==> src/rtl/cpu_cmd_sequencer_if.sv <==
// Command and result handshake bundle between a host/test controller and cpu_cmd_sequencer.
// master = host side, slave = sequencer side.
interface cpu_cmd_sequencer_if;
    logic        cmd_valid;
    logic        cmd_ready;
    logic [1:0]  cmd_op;
    logic [4:0]  cmd_a;
    logic [4:0]  cmd_b;
    logic [31:0] cmd_data;
    logic        res_valid;
    logic        res_ready;
    logic [31:0] res_data;
    logic        res_over;

    modport master (
        output cmd_valid, cmd_op, cmd_a, cmd_b, cmd_data, res_ready,
        input  cmd_ready, res_valid, res_data, res_over
    );

    modport slave (
        input  cmd_valid, cmd_op, cmd_a, cmd_b, cmd_data, res_ready,
        output cmd_ready, res_valid, res_data, res_over
    );
endinterface

==> src/rtl/cpu_cmd_sequencer.sv <==
// Turns STORE/ADD/SUB/READ commands into timed cpu control fields and returns captured results.
// Optional overflow sticky flag (ovf_sticky/ovf_clr) is enabled by defining SEQ_OVF_STICKY_EN.
module cpu_cmd_sequencer #(
    parameter int unsigned ALU_WAIT = 2,
    parameter int unsigned RD_WAIT  = 1
) (
    input  logic               clk,
    input  logic               rst,
    cpu_cmd_sequencer_if.slave bus,
    output logic               busy,
    output logic [4:0]         cpu_addr_a,
    output logic [4:0]         cpu_addr_b,
    output logic [31:0]        cpu_data_in,
    output logic [1:0]         cpu_opsel,
    output logic [1:0]         cpu_outsel,
    output logic               cpu_asel,
    output logic               cpu_bsel,
    output logic               cpu_oen,
    input  logic [31:0]        cpu_out,
    input  logic               cpu_over
`ifdef SEQ_OVF_STICKY_EN
    ,
    output logic               ovf_sticky,
    input  logic               ovf_clr
`endif
);

    localparam logic [1:0] IDLE    = 2'd0;
    localparam logic [1:0] DRIVE   = 2'd1;
    localparam logic [1:0] CAPTURE = 2'd2;
    localparam logic [1:0] RESP    = 2'd3;

    localparam logic [1:0] OP_STORE = 2'b00;
    localparam logic [1:0] OP_ADD   = 2'b01;
    localparam logic [1:0] OP_SUB   = 2'b10;
    localparam logic [1:0] OP_READ  = 2'b11;

    typedef struct packed {
        logic [4:0]  addr_a;
        logic [4:0]  addr_b;
        logic [31:0] data_in;
        logic [1:0]  opsel;
        logic [1:0]  outsel;
        logic        asel;
        logic        bsel;
        logic        oen;
    } fields_t;

    // Non-writing encoding presented whenever no command is being driven.
    localparam fields_t IDLE_FIELDS = '{5'd0, 5'd0, 32'd0, 2'b01, 2'b00, 1'b1, 1'b0, 1'b0};

    logic [1:0] state;
    logic [3:0] cnt;
    logic       is_store;
    fields_t    fld;

    assign cpu_addr_a  = fld.addr_a;
    assign cpu_addr_b  = fld.addr_b;
    assign cpu_data_in = fld.data_in;
    assign cpu_opsel   = fld.opsel;
    assign cpu_outsel  = fld.outsel;
    assign cpu_asel    = fld.asel;
    assign cpu_bsel    = fld.bsel;
    assign cpu_oen     = fld.oen;

    always_ff @(posedge clk) begin
        if (rst) begin
            state         <= IDLE;
            cnt           <= '0;
            is_store      <= 1'b0;
            fld           <= IDLE_FIELDS;
            busy          <= 1'b0;
            bus.cmd_ready <= 1'b1;
            bus.res_valid <= 1'b0;
            bus.res_data  <= '0;
            bus.res_over  <= 1'b0;
        end else begin
            case (state)
                IDLE: begin
                    if (bus.cmd_valid && bus.cmd_ready) begin
                        state         <= DRIVE;
                        busy          <= 1'b1;
                        bus.cmd_ready <= 1'b0;
                        is_store      <= (bus.cmd_op == OP_STORE);
                        cnt           <= 4'd1;
                        case (bus.cmd_op)
                            OP_STORE: fld <= '{5'd0, bus.cmd_b, bus.cmd_data, 2'b01, 2'b00, 1'b0, 1'b0, 1'b1};
                            OP_ADD: begin
                                fld <= '{bus.cmd_a, bus.cmd_b, 32'd0, 2'b00, 2'b01, 1'b1, 1'b1, 1'b1};
                                cnt <= 4'(ALU_WAIT);
                            end
                            OP_SUB: begin
                                fld <= '{bus.cmd_a, bus.cmd_b, 32'd0, 2'b01, 2'b01, 1'b1, 1'b1, 1'b1};
                                cnt <= 4'(ALU_WAIT);
                            end
                            OP_READ: begin
                                fld <= '{bus.cmd_a, bus.cmd_a, 32'd0, 2'b01, 2'b00, 1'b1, 1'b0, 1'b1};
                                cnt <= 4'(RD_WAIT);
                            end
                        endcase
                    end
                end
                DRIVE: begin
                    if (cnt <= 4'd1) begin
                        if (is_store) begin
                            state         <= IDLE;
                            fld           <= IDLE_FIELDS;
                            busy          <= 1'b0;
                            bus.cmd_ready <= 1'b1;
                        end else begin
                            state <= CAPTURE;
                        end
                    end else begin
                        cnt <= cnt - 4'd1;
                    end
                end
                CAPTURE: begin
                    state         <= RESP;
                    fld           <= IDLE_FIELDS;
                    bus.res_data  <= cpu_out;
                    bus.res_over  <= cpu_over;
                    bus.res_valid <= 1'b1;
                end
                RESP: begin
                    if (bus.res_ready) begin
                        state         <= IDLE;
                        busy          <= 1'b0;
                        bus.res_valid <= 1'b0;
                        bus.cmd_ready <= 1'b1;
                    end
                end
            endcase
        end
    end

`ifdef SEQ_OVF_STICKY_EN
    // Set has priority over a coincident clear.
    always_ff @(posedge clk) begin
        if (rst)
            ovf_sticky <= 1'b0;
        else if (state == CAPTURE && cpu_over)
            ovf_sticky <= 1'b1;
        else if (ovf_clr)
            ovf_sticky <= 1'b0;
    end
`endif

endmodule

==> src/flat_wrapper.sv <==
// flat-port wrapper written by rule: the top's interface ports become plain ports
module cpu_cmd_sequencer_flat 
#(
    parameter int unsigned ALU_WAIT = 2,
    parameter int unsigned RD_WAIT  = 1
)
  (clk, rst, busy, cpu_addr_a, cpu_addr_b, cpu_data_in, cpu_opsel, cpu_outsel, cpu_asel, cpu_bsel, cpu_oen, cpu_out, cpu_over, bus_cmd_valid, bus_cmd_op, bus_cmd_a, bus_cmd_b, bus_cmd_data, bus_res_ready, bus_cmd_ready, bus_res_valid, bus_res_data, bus_res_over);
  cpu_cmd_sequencer_if bus_i ();
  input  logic clk;
  input  logic rst;
  output logic busy;
  output logic [4:0] cpu_addr_a;
  output logic [4:0] cpu_addr_b;
  output logic [31:0] cpu_data_in;
  output logic [1:0] cpu_opsel;
  output logic [1:0] cpu_outsel;
  output logic cpu_asel;
  output logic cpu_bsel;
  output logic cpu_oen;
  input  logic [31:0] cpu_out;
  input  logic cpu_over;
  input wire logic [$bits(bus_i.cmd_valid)-1:0] bus_cmd_valid;
  input wire logic [$bits(bus_i.cmd_op)-1:0] bus_cmd_op;
  input wire logic [$bits(bus_i.cmd_a)-1:0] bus_cmd_a;
  input wire logic [$bits(bus_i.cmd_b)-1:0] bus_cmd_b;
  input wire logic [$bits(bus_i.cmd_data)-1:0] bus_cmd_data;
  input wire logic [$bits(bus_i.res_ready)-1:0] bus_res_ready;
  output wire logic [$bits(bus_i.cmd_ready)-1:0] bus_cmd_ready;
  output wire logic [$bits(bus_i.res_valid)-1:0] bus_res_valid;
  output wire logic [$bits(bus_i.res_data)-1:0] bus_res_data;
  output wire logic [$bits(bus_i.res_over)-1:0] bus_res_over;
  assign bus_i.cmd_valid = bus_cmd_valid;
  assign bus_i.cmd_op = bus_cmd_op;
  assign bus_i.cmd_a = bus_cmd_a;
  assign bus_i.cmd_b = bus_cmd_b;
  assign bus_i.cmd_data = bus_cmd_data;
  assign bus_i.res_ready = bus_res_ready;
  assign bus_cmd_ready = bus_i.cmd_ready;
  assign bus_res_valid = bus_i.res_valid;
  assign bus_res_data = bus_i.res_data;
  assign bus_res_over = bus_i.res_over;
  cpu_cmd_sequencer #(.ALU_WAIT(ALU_WAIT), .RD_WAIT(RD_WAIT)) u_core (.clk(clk), .rst(rst), .bus(bus_i), .busy(busy), .cpu_addr_a(cpu_addr_a), .cpu_addr_b(cpu_addr_b), .cpu_data_in(cpu_data_in), .cpu_opsel(cpu_opsel), .cpu_outsel(cpu_outsel), .cpu_asel(cpu_asel), .cpu_bsel(cpu_bsel), .cpu_oen(cpu_oen), .cpu_out(cpu_out), .cpu_over(cpu_over));
endmodule
==> config.mk <==
export PLATFORM = sky130hd
export DESIGN_NAME = cpu_cmd_sequencer_flat
export DESIGN_NICKNAME = d
export VERILOG_FILES = /design/src/rtl/cpu_cmd_sequencer_if.sv /design/src/rtl/cpu_cmd_sequencer.sv /design/src/flat_wrapper.sv
export SDC_FILE = /design/constraint.sdc
export NUM_CORES = 1
export LEC_CHECK = 0
export CAP_MARGIN = 0
export CORE_MARGIN = 2
export CORE_UTILIZATION = 42
export CTS_BUF_LIST = sky130_fd_sc_hd__clkbuf_8 sky130_fd_sc_hd__clkbuf_16
export CTS_CLUSTER_DIAMETER = 120
export DETAILED_ROUTE_END_ITERATION = 6
export PLACE_DENSITY = 0.87
export SYNTH_ARGS = -nofsm -noshare
export SYNTH_HDL_FRONTEND = slang
export SYNTH_SLANG_ARGS = --single-unit
==> constraint.sdc <==
create_clock -name clk -period 2.6 [get_ports clk]
set_clock_uncertainty 0.1 [all_clocks]
set_input_delay 0.52 -clock clk [delete_from_list [all_inputs] [get_ports clk]]
set_output_delay 0.52 -clock clk [all_outputs]
set_load 0.005 [all_outputs]
* Yosys cells after proc, flatten, opt, wreduce, memory -nomap -nowiden
Cells that the tools add are included.
** Storage, ports and cells
- Flip-flop bits (word level) :: 92
- Logic and storage cells :: 68
- Output and inout port bits :: 85
- Input bits :: 81
** Cells by class
- Order comparisons :: 1
- Eq/ne operators :: 11
- Multiplexer cells :: 25
- Add/subtract/negate cells :: 1
- Reductions and logical operators :: 14
** Operator list (number)
- $pmux W49 S4 :: 1
- $mux W49 :: 3
- $pmux W49 S3 :: 1
- $mux W2 :: 5
- $eq A2 B2 Y1 const B :: 4
- $mux W1 :: 8
- $mux W4 :: 2
- $pmux W2 S4 :: 1
- $pmux W4 S2 :: 1
- $ne A2 B1 Y1 const B :: 3
- $pmux W1 S3 :: 2
- $reduce_and A3 Y1 :: 2
- $reduce_bool A3 Y1 :: 2
- $reduce_and A5 Y1 :: 1
- $eq A2 B1 Y1 const B :: 2
- $le A4 B1 Y1 const B :: 1
- $logic_not A2 Y1 :: 2
- $ne A2 B2 Y1 const B :: 2
- $reduce_and A2 Y1 :: 2
- $reduce_and A4 Y1 :: 1
- $reduce_bool A2 Y1 :: 2
- $sub A4 B1 Y4 const B :: 1
- $pmux W1 S2 :: 1
- $reduce_or A2 Y1 :: 1
- $logic_and A1 B1 Y1 :: 1

* Longest topological paths before layout
Gate-level depths: netlist of the first run.
- Depth after elaboration :: 5
- Depth in mapped cells :: 8

* Least setup slack after synthesis of the first run
OpenSTA, ideal clock, no wires.
- Path type :: register to register
- From :: register u_core.state[0]
- To :: register u_core.busy
- Setup slack :: 0.690 ns
- Arrival :: 1.689 ns
- Stages on the path, launching flop included :: 7
- Buffers on the path :: 0
- Cell sequence :: dfxtp_1 > inv_1 > ha_1 > a21boi_4 > or3_1 > nor3_2 > mux2_2
** Between the ends
- Word-level cells in the longest chain between the ends :: 3
- Elaborated cells between the ends (all ways) :: 10
** RTL lines
- from (decl) :: line cpu_cmd_sequencer.sv:52 : logic [1:0] state;
- from (signal assigned) :: line cpu_cmd_sequencer.sv:68 : state <= IDLE;
- from (signal assigned) :: line cpu_cmd_sequencer.sv:81 : state <= DRIVE;
- from (signal assigned) :: line cpu_cmd_sequencer.sv:106 : state <= IDLE;
- $eq A2 B1 Y1 (tied with other cells) :: line cpu_cmd_sequencer.sv:78 : case (state)
- $ne A2 B1 Y1 (no line) (tied with other cells)
- $reduce_and A5 Y1 (no line)
- to (signal assigned) :: line cpu_cmd_sequencer.sv:72 : busy <= 1'b0;
- to (signal assigned) :: line cpu_cmd_sequencer.sv:82 : busy <= 1'b1;
- to (signal assigned) :: line cpu_cmd_sequencer.sv:108 : busy <= 1'b0;
- to (decl) :: line cpu_cmd_sequencer.sv:10 : output logic busy,
Several ways; a longest one is shown, not always the timed one.
A chain may end at the register's enable or synchronous reset.

==> out/metrics.csv, run 1 <==
stage,metric,value,unit
floorplanning,io_pins,166,
sta,report.final.slew_viol_count,0,
clock_tree,htreeDepth,3,
sta,rsz0062_at_grt,false,
logic_synthesis,ys_seq_area_frac,0.467,
critical_path,reg2regPathDepth,7,
status,status,"finished, final reports clean",
logic_synthesis,synth_edf_count,0,
clock_tree,clockBufferDepth,2,
placement,gp_congestion,0.878,
critical_path,r2r_setup_slack,0.34,ns
critical_path,rr_endpoint,u_core.cpu_asel$_SDFFE_PP1P_,
sta,min_period_over_period,0.868,
clock_tree,insertion_delay,0.35,ns
clock_tree,cts-buffers-inserted,9,
clock_tree,cts_tree,built,
route,avgRoutedWirePerCell,16.1,um
clock_tree,cts.clk_slew.worst_paths,0.09,ns
route,drt-initial-drc-count,191,
critical_path,critPathSlowestCell,nor2b_1,
critical_path,max_stage_delay,0.40,ns
clock_tree,cts_resized,0,
logic_synthesis,yosys-top-cells-area,"dfxtp_1 47%, mux2i_1 9.2%, a21oi_1 6.6%",
grt,grt_pass1_vias,3641,
logic_synthesis,synthArstFlopShare,0,
logic_synthesis,syn-mean-instance-area,9.34,um2
logic_synthesis,synth_top_area_share,0.467,
final_layout,final_cell_count_no_fill,673,
logic_synthesis,synthFlopType,dfxtp_1,
critical_path,crit_chain,"inv_1, ha_1, nor2b_1, or3_4, buf_4, nor3_1, a211o_1",
route,avgViaCountPerCell,5.45,
worst_hold_path,hold_path_class,flop to flop,
logic_synthesis,ys_types,46,
critical_path,cp-start-kind,flop,
route,vias,3669,
logic_synthesis,ys_ff_latch,89,
logic_synthesis,ys_warn_count,0,
critical_path,criticalPathCategory,flop to flop,
grt,grt_usage,0.219,
critical_path,worstSetupEndpointType,flop,
power_and_ir_drop,total_leakage_power,2.03,nW
final_layout,nets,652,
grt,antenna_found_initial,0,
clock_tree,holdBufCountCts,0,
final_layout,layout_commonest_cell,clkdlybuf4s50_1,
route,routed_wl,10800,um
placement,port_buffers,163,
critical_path,critPathArrivalTime,2.40,ns
floorplanning,rows,34,
sta,whs,0.378,ns
grt,grt_pass1_wl,17500,um
final_layout,syn2layout_area_growth,50.4,%
logic_synthesis,syn_inst,408,
floorplanning,initial_core_util,0.435,
grt,grt_max_degree,40,
sta,fmax,443,MHz
critical_path,worst-path-max-fanout,16,
sta,setup_viol,0,
critical_path,endpoint,u_core.cpu_asel$_SDFFE_PP1P_,
route,first_pass_iters,4,
floorplanning,fp.dieW,99.3,um
placement,hpwl,8010,um
sta,fin_crit,2.26,ns
critical_path,cp.required,2.74,ns
logic_synthesis,syn-cell-area,0.00381,mm2
clock_tree,cts-root-buf,clkbuf_8,
floorplanning,core,0.00876,mm2
sta,tns,0,ns
final_layout,layout_common_cells,"162 x clkdlybuf4s50_1, 89 x dfxtp_1, 50 x a21oi_1, 41 x nor2_1, 38 x o21ai_0",
power_and_ir_drop,irDropWorstVdd,441,uV
flow_run,maxCapViolations,0,
logic_synthesis,synth_top_area_cell,dfxtp_1,
route,postRouteAntennaNets,0,
floorplanning,die-area,0.00986,mm2
power_and_ir_drop,power_density,833,mW/mm2
sta,finalHoldViolCount,0,
final_layout,drive_gt1_frac,0.0832,
clock_tree,post_cts_buffers,0,
placement,dp.cells,657,
final_layout,diodes,0,
route,drc,0,
clock_tree,cts_sinks,89,
grt,overflow,0,
floorplanning,die_y,99.3,um
## state kept, by name, indices dropped and copies added, names as in the netlist, named ones only
signal and count:
u_core.bus.res_data 32, u_core.cpu_data_in 32, u_core.cpu_addr_a 5, u_core.cpu_addr_b 5, u_core.cnt 4, u_core.bus.cmd_ready 1, u_core.bus.res_over 1, u_core.bus.res_valid 1
u_core.busy 1, u_core.cpu_asel 1, u_core.cpu_bsel 1, u_core.cpu_oen 1, u_core.cpu_opsel 1, u_core.is_store 1, u_core.state 1
## where the power goes
group          switching [W]  leakage (nW)  internal [W]
clock               0.000493         0.115      0.000543
sequential          0.000133         0.722       0.00157
combinational        0.00108          1.19      0.000957
## per-stage QoR
step | area [um2] | power (W) | setup slack, ns | util
final | 5730 | 0.00477 | 0.343 | 0.654
after global routing | 5730 | 0.00507 | 0.187 | 0.654
after CTS | 5730 | 0.00479 | 0.340 | 0.654
after detailed placement | 5520 | 0.00376 | 0.189 | 0.629
after global placement | 5520 | 0.00368 | 0.271 | 0.629
after floorplan | 3820 | 0.00298 | 0.690 | -
## critical path, delay by kind of cell, from the launching register on
kind            cells  cell delay [ns]
compound gates      1             0.27
fa+ha+maj           1             0.36
buf+inv             2             0.31
flops               1             0.33
simple gates        3             0.77
## final cells by class
cell class	instances	area, um2
clock buffer	9	124
sequential	89	1780
multi-input combinational	273	1790
inverter	7	26.3
clock inverter	7	95.1
tap	108	135
fill	706	3030
timing repair buffer	180	1780
## cell families after synthesis
| family | count (synthesis) | share of synthesized area |
|---|---|---|
| AO/OA/AOI/OAI | 114 | 0.177 |
| adder cells (fa/ha/maj) | 11 | 0.0361 |
| buffers and inverters | 47 | 0.0647 |
| flip-flops | 89 | 0.467 |
| multiplexers | 36 | 0.0948 |
| other | 1 | 0.000984 |
| AND/OR/NAND/NOR | 110 | 0.159 |
## cell usage after synthesis, drive strengths merged, types with 2 or more instances
cell / number
a21oi: 50
a211oi: 7
nand2b: 2
nor3: 9
clkbuf: 18
nand2: 5
mux2i: 35
nor2b: 5
a22oi: 5
a21boi: 2
or3: 3
o21ai: 38
ha: 11
nand4b: 2
o211ai: 3
inv: 7
nor2: 41
nand4: 37
o21ba: 2
buf: 22
dfxtp: 89
## per-layer routing
metal  routed length (um)  part of all wire  track usage
met1                 4260              0.39        0.259
met2                 5350              0.49        0.380
met3                 1080             0.099       0.0738
met4                  163             0.015       0.0622
met5                    0                 0            0
## worst min path at each step
| stage | to | from | slack [ns] | cells past startpoint |
|---|---|---|---|---|
| floorplan | u_core.cnt[1]$_SDFFE_PP0P_ | u_core.cnt[1]$_SDFFE_PP0P_ | 0.34 | 2 |
| global placement | u_core.cpu_asel$_SDFFE_PP1P_ | u_core.cpu_asel$_SDFFE_PP1P_ | 0.35 | 1 |
| detailed placement | u_core.cpu_data_in[23]$_SDFFE_PP0P_ | u_core.cpu_data_in[23]$_SDFFE_PP0P_ | 0.37 | 2 |
| CTS | u_core.cpu_data_in[23]$_SDFFE_PP0P_ | u_core.cpu_data_in[23]$_SDFFE_PP0P_ | 0.38 | 2 |
| global route | u_core.cpu_addr_a[0]$_SDFFE_PP0P_ | u_core.cpu_addr_a[0]$_SDFFE_PP0P_ | 0.40 | 2 |
| finish | u_core.cpu_data_in[23]$_SDFFE_PP0P_ | u_core.cpu_data_in[23]$_SDFFE_PP0P_ | 0.38 | 2 |
(Power assumes the default switching activity.)
==> run 2, diff against run 1 <==
Settings changed: CELL_PAD_IN_SITES_DETAIL_PLACEMENT set to 1, CELL_PAD_IN_SITES_GLOBAL_PLACEMENT set to 1, CORE_UTILIZATION 42 to 31, PLACE_DENSITY 0.87 to 0.88.
==> run 2 against run 1 <==
Compared with the run above: fmax fell by 3.1%; first-iteration DRC count rose by 42%; flip-flop and latch count did not move; utilization fell by 16 points; register-to-register slack got worse by 0.07 ns; global-route usage fell by 3.2 points; total power rose by 9.1%; final area rose by 2.9%; routed wire length rose by 17%; critical endpoint is now u_core.cpu_data_in[12]$_SDFFE_PP0P_; largest cell class unchanged.
==> out/metrics.csv, run 2 (same netlist as run 1, synthesis figures left out) <==
stage,metric,value,unit,change
sta,setup_viol,0,,unchanged
floorplanning,fp.dieW,115,um,+16%
final_layout,drive_gt1_frac,0.0784,,-0.00475
sta,fin_crit,2.33,ns,+0.0723 ns
floorplanning,io_pins,166,,unchanged
power_and_ir_drop,p_int,0.00338,W,+10%
route,drt-initial-drc-count,271,,+42%
clock_tree,cts.clk_slew.worst_paths,0.06,ns,-0.03 ns
grt,overflow,0,,unchanged
clock_tree,insertion_delay,0.33,ns,-0.02 ns
route,first_pass_iters,4,,unchanged
final_layout,layout_common_cells,"162 x clkdlybuf4s50_1, 89 x dfxtp_1, 50 x a21oi_1, 41 x nor2_1, 38 x o21ai_0",,
power_and_ir_drop,fin_total_pwr,0.00521,W,+9.1%
floorplanning,die-area,0.0132,mm2,+34%
final_layout,diodes,0,,unchanged
critical_path,cp-start-kind,flop,,
route,drc,0,,unchanged
final_layout,nets,648,,-0.61%
floorplanning,die_y,115,um,+16%
sta,min_period_over_period,0.896,,+0.0278
route,routed_wl,12700,um,+17%
power_and_ir_drop,combPwrFrac,0.405,,-0.022
clock_tree,cts_resized,0,,unchanged
power_and_ir_drop,irDropWorstVdd,360,uV,-18%
route,vias,3674,,+0.14%
critical_path,critPathArrivalTime,2.44,ns,+0.04 ns
clock_tree,holdBufCountCts,0,,unchanged
sta,tns,0,ns,unchanged
status,status,"finished, final reports clean",,
clock_tree,cts_sinks,89,,unchanged
clock_tree,htreeDepth,3,,unchanged
power_and_ir_drop,p_clk_frac,0.267,,+0.050
clock_tree,cts-root-buf,clkbuf_16,,
placement,gp_congestion,0.759,,-14%
clock_tree,clockBufferDepth,2,,unchanged
placement,placed_area,0.00557,mm2,+1.0%
power_and_ir_drop,power_density,883,mW/mm2,+6.0%
grt,grt_pass1_vias,3950,,+8.5%
critical_path,worst-path-max-fanout,20,,+4
sta,relSlewSlack,0.625,,
clock_tree,post_cts_buffers,0,,unchanged
grt,grt_usage,0.187,,-0.0320
power_and_ir_drop,p_switching,0.00183,W,+7.3%
sta,whs,0.379,ns,+0.000315 ns
route,avgRoutedWirePerCell,17.9,um,+11%
route,avgViaCountPerCell,5.19,,-4.8%
sta,report.final.slew_viol_count,0,,unchanged
grt,grt_max_degree,50,,+25%
power_and_ir_drop,sw_frac_of_total,0.352,,-0.00603
floorplanning,rows,40,,+18%
floorplanning,core,0.0120,mm2,+37%
floorplanning,initial_core_util,0.317,,-0.118
placement,hpwl,8880,um,+11%
sta,tightest_slew,0.561,ns,
critical_path,criticalPathCategory,flop to flop,,
clock_tree,cts-buffers-inserted,9,,unchanged
sta,rsz0062_at_grt,false,,
final_layout,syn2layout_area_growth,54.8,%,
power_and_ir_drop,seq_power_share,0.328,,-0.028
route,postRouteAntennaNets,0,,unchanged
sta,finalHoldViolCount,0,,unchanged
final_layout,final_area,0.00590,mm2,+2.9%
sta,fmax,429,MHz,-3.1%
critical_path,cp.required,2.71,ns,-0.03 ns
worst_hold_path,hold_path_class,flop to flop,,
critical_path,worstSetupEndpointType,flop,,
clock_tree,cts_tree,built,,
placement,port_buffers,163,,unchanged
flow_run,maxCapViolations,0,,unchanged
power_and_ir_drop,total_leakage_power,2.07,nW,+2.3%
final_layout,layout_commonest_cell,clkdlybuf4s50_1,,
grt,grt_pass1_wl,19700,um,+13%
grt,antenna_found_initial,0,,unchanged
worst_hold_path,hold_start,u_core.cpu_data_in[19]$_SDFFE_PP0P_,,
[run 2: changes by cell type in the layout (fill, tap and decap cells not counted), sizes merged]
| cell | delta |
|---|---|
| clkbuf | +1 |
| buf | -5 |
| inv | -1 |
| or3 | +1 |
[run 2: final timing paths]
path / endpoint / slack (ns) / cells after the start
worst max-delay path: u_core.cpu_data_in[12]$_SDFFE_PP0P_ / 0.27 / 6
worst min-delay path: u_core.cpu_data_in[19]$_SDFFE_PP0P_ / 0.38 / 2
worst max register to register: u_core.cpu_data_in[12]$_SDFFE_PP0P_ / 0.27 / 6
worst min register to register: u_core.cpu_data_in[19]$_SDFFE_PP0P_ / 0.38 / 2
[run 2: routing by layer]
metal,vias to the layer above,wire length [um],GRT usage
met1,1744,5160,0.214
met4,0,221,0.0787
met3,16,1130,0.0648
li1,1765,-,-
met2,149,6180,0.320
met5,-,0,0
[run 2: worst max-delay path, cell delays in order (launching register included)]
cell and delay (ns):
dfxtp_1 0.37, inv_1 0.09, ha_1 0.34, nor2b_2 0.27, or3_2 0.69, o21ai_0 0.26
a21oi_1 0.09
[run 2: layout make-up]
type | instances | area (um2)
Tap cell | 147 | 184
Fill cell | 1342 | 6110
Clock inverter | 6 | 82.6
Multi-Input combinational cell | 274 | 1810
Sequential cell | 89 | 1780
Timing Repair Buffer | 175 | 1780
Clock buffer | 10 | 239
Inverter | 7 | 26.3
[run 2: power groups by stage]
| stage | sequential (W) | clock, W | combinational (W) |
|---|---|---|---|
| 2_1_floorplan | 0.00171 | 0 | 0.00127 |
| 3_3_place_gp | 0.00173 | 0 | 0.00198 |
| 3_5_place_dp | 0.00173 | 0 | 0.00208 |
| 4_1_cts | 0.00171 | 0.00143 | 0.00209 |
| 5_1_grt | 0.00173 | 0.00149 | 0.00230 |
| 6_report | 0.00171 | 0.00139 | 0.00211 |
[run 2: metrics by stage]
| stage | setup WS, ns | instances | util |
|---|---|---|---|
| finish | 0.271 | 708 | 0.491 |
| detailed placement | 0.153 | 691 | 0.464 |
| global route | 0.134 | 708 | 0.491 |
| global placement | 0.241 | 691 | 0.464 |
| floorplan | 0.690 | 409 | - |
| CTS | 0.191 | 707 | 0.491 |
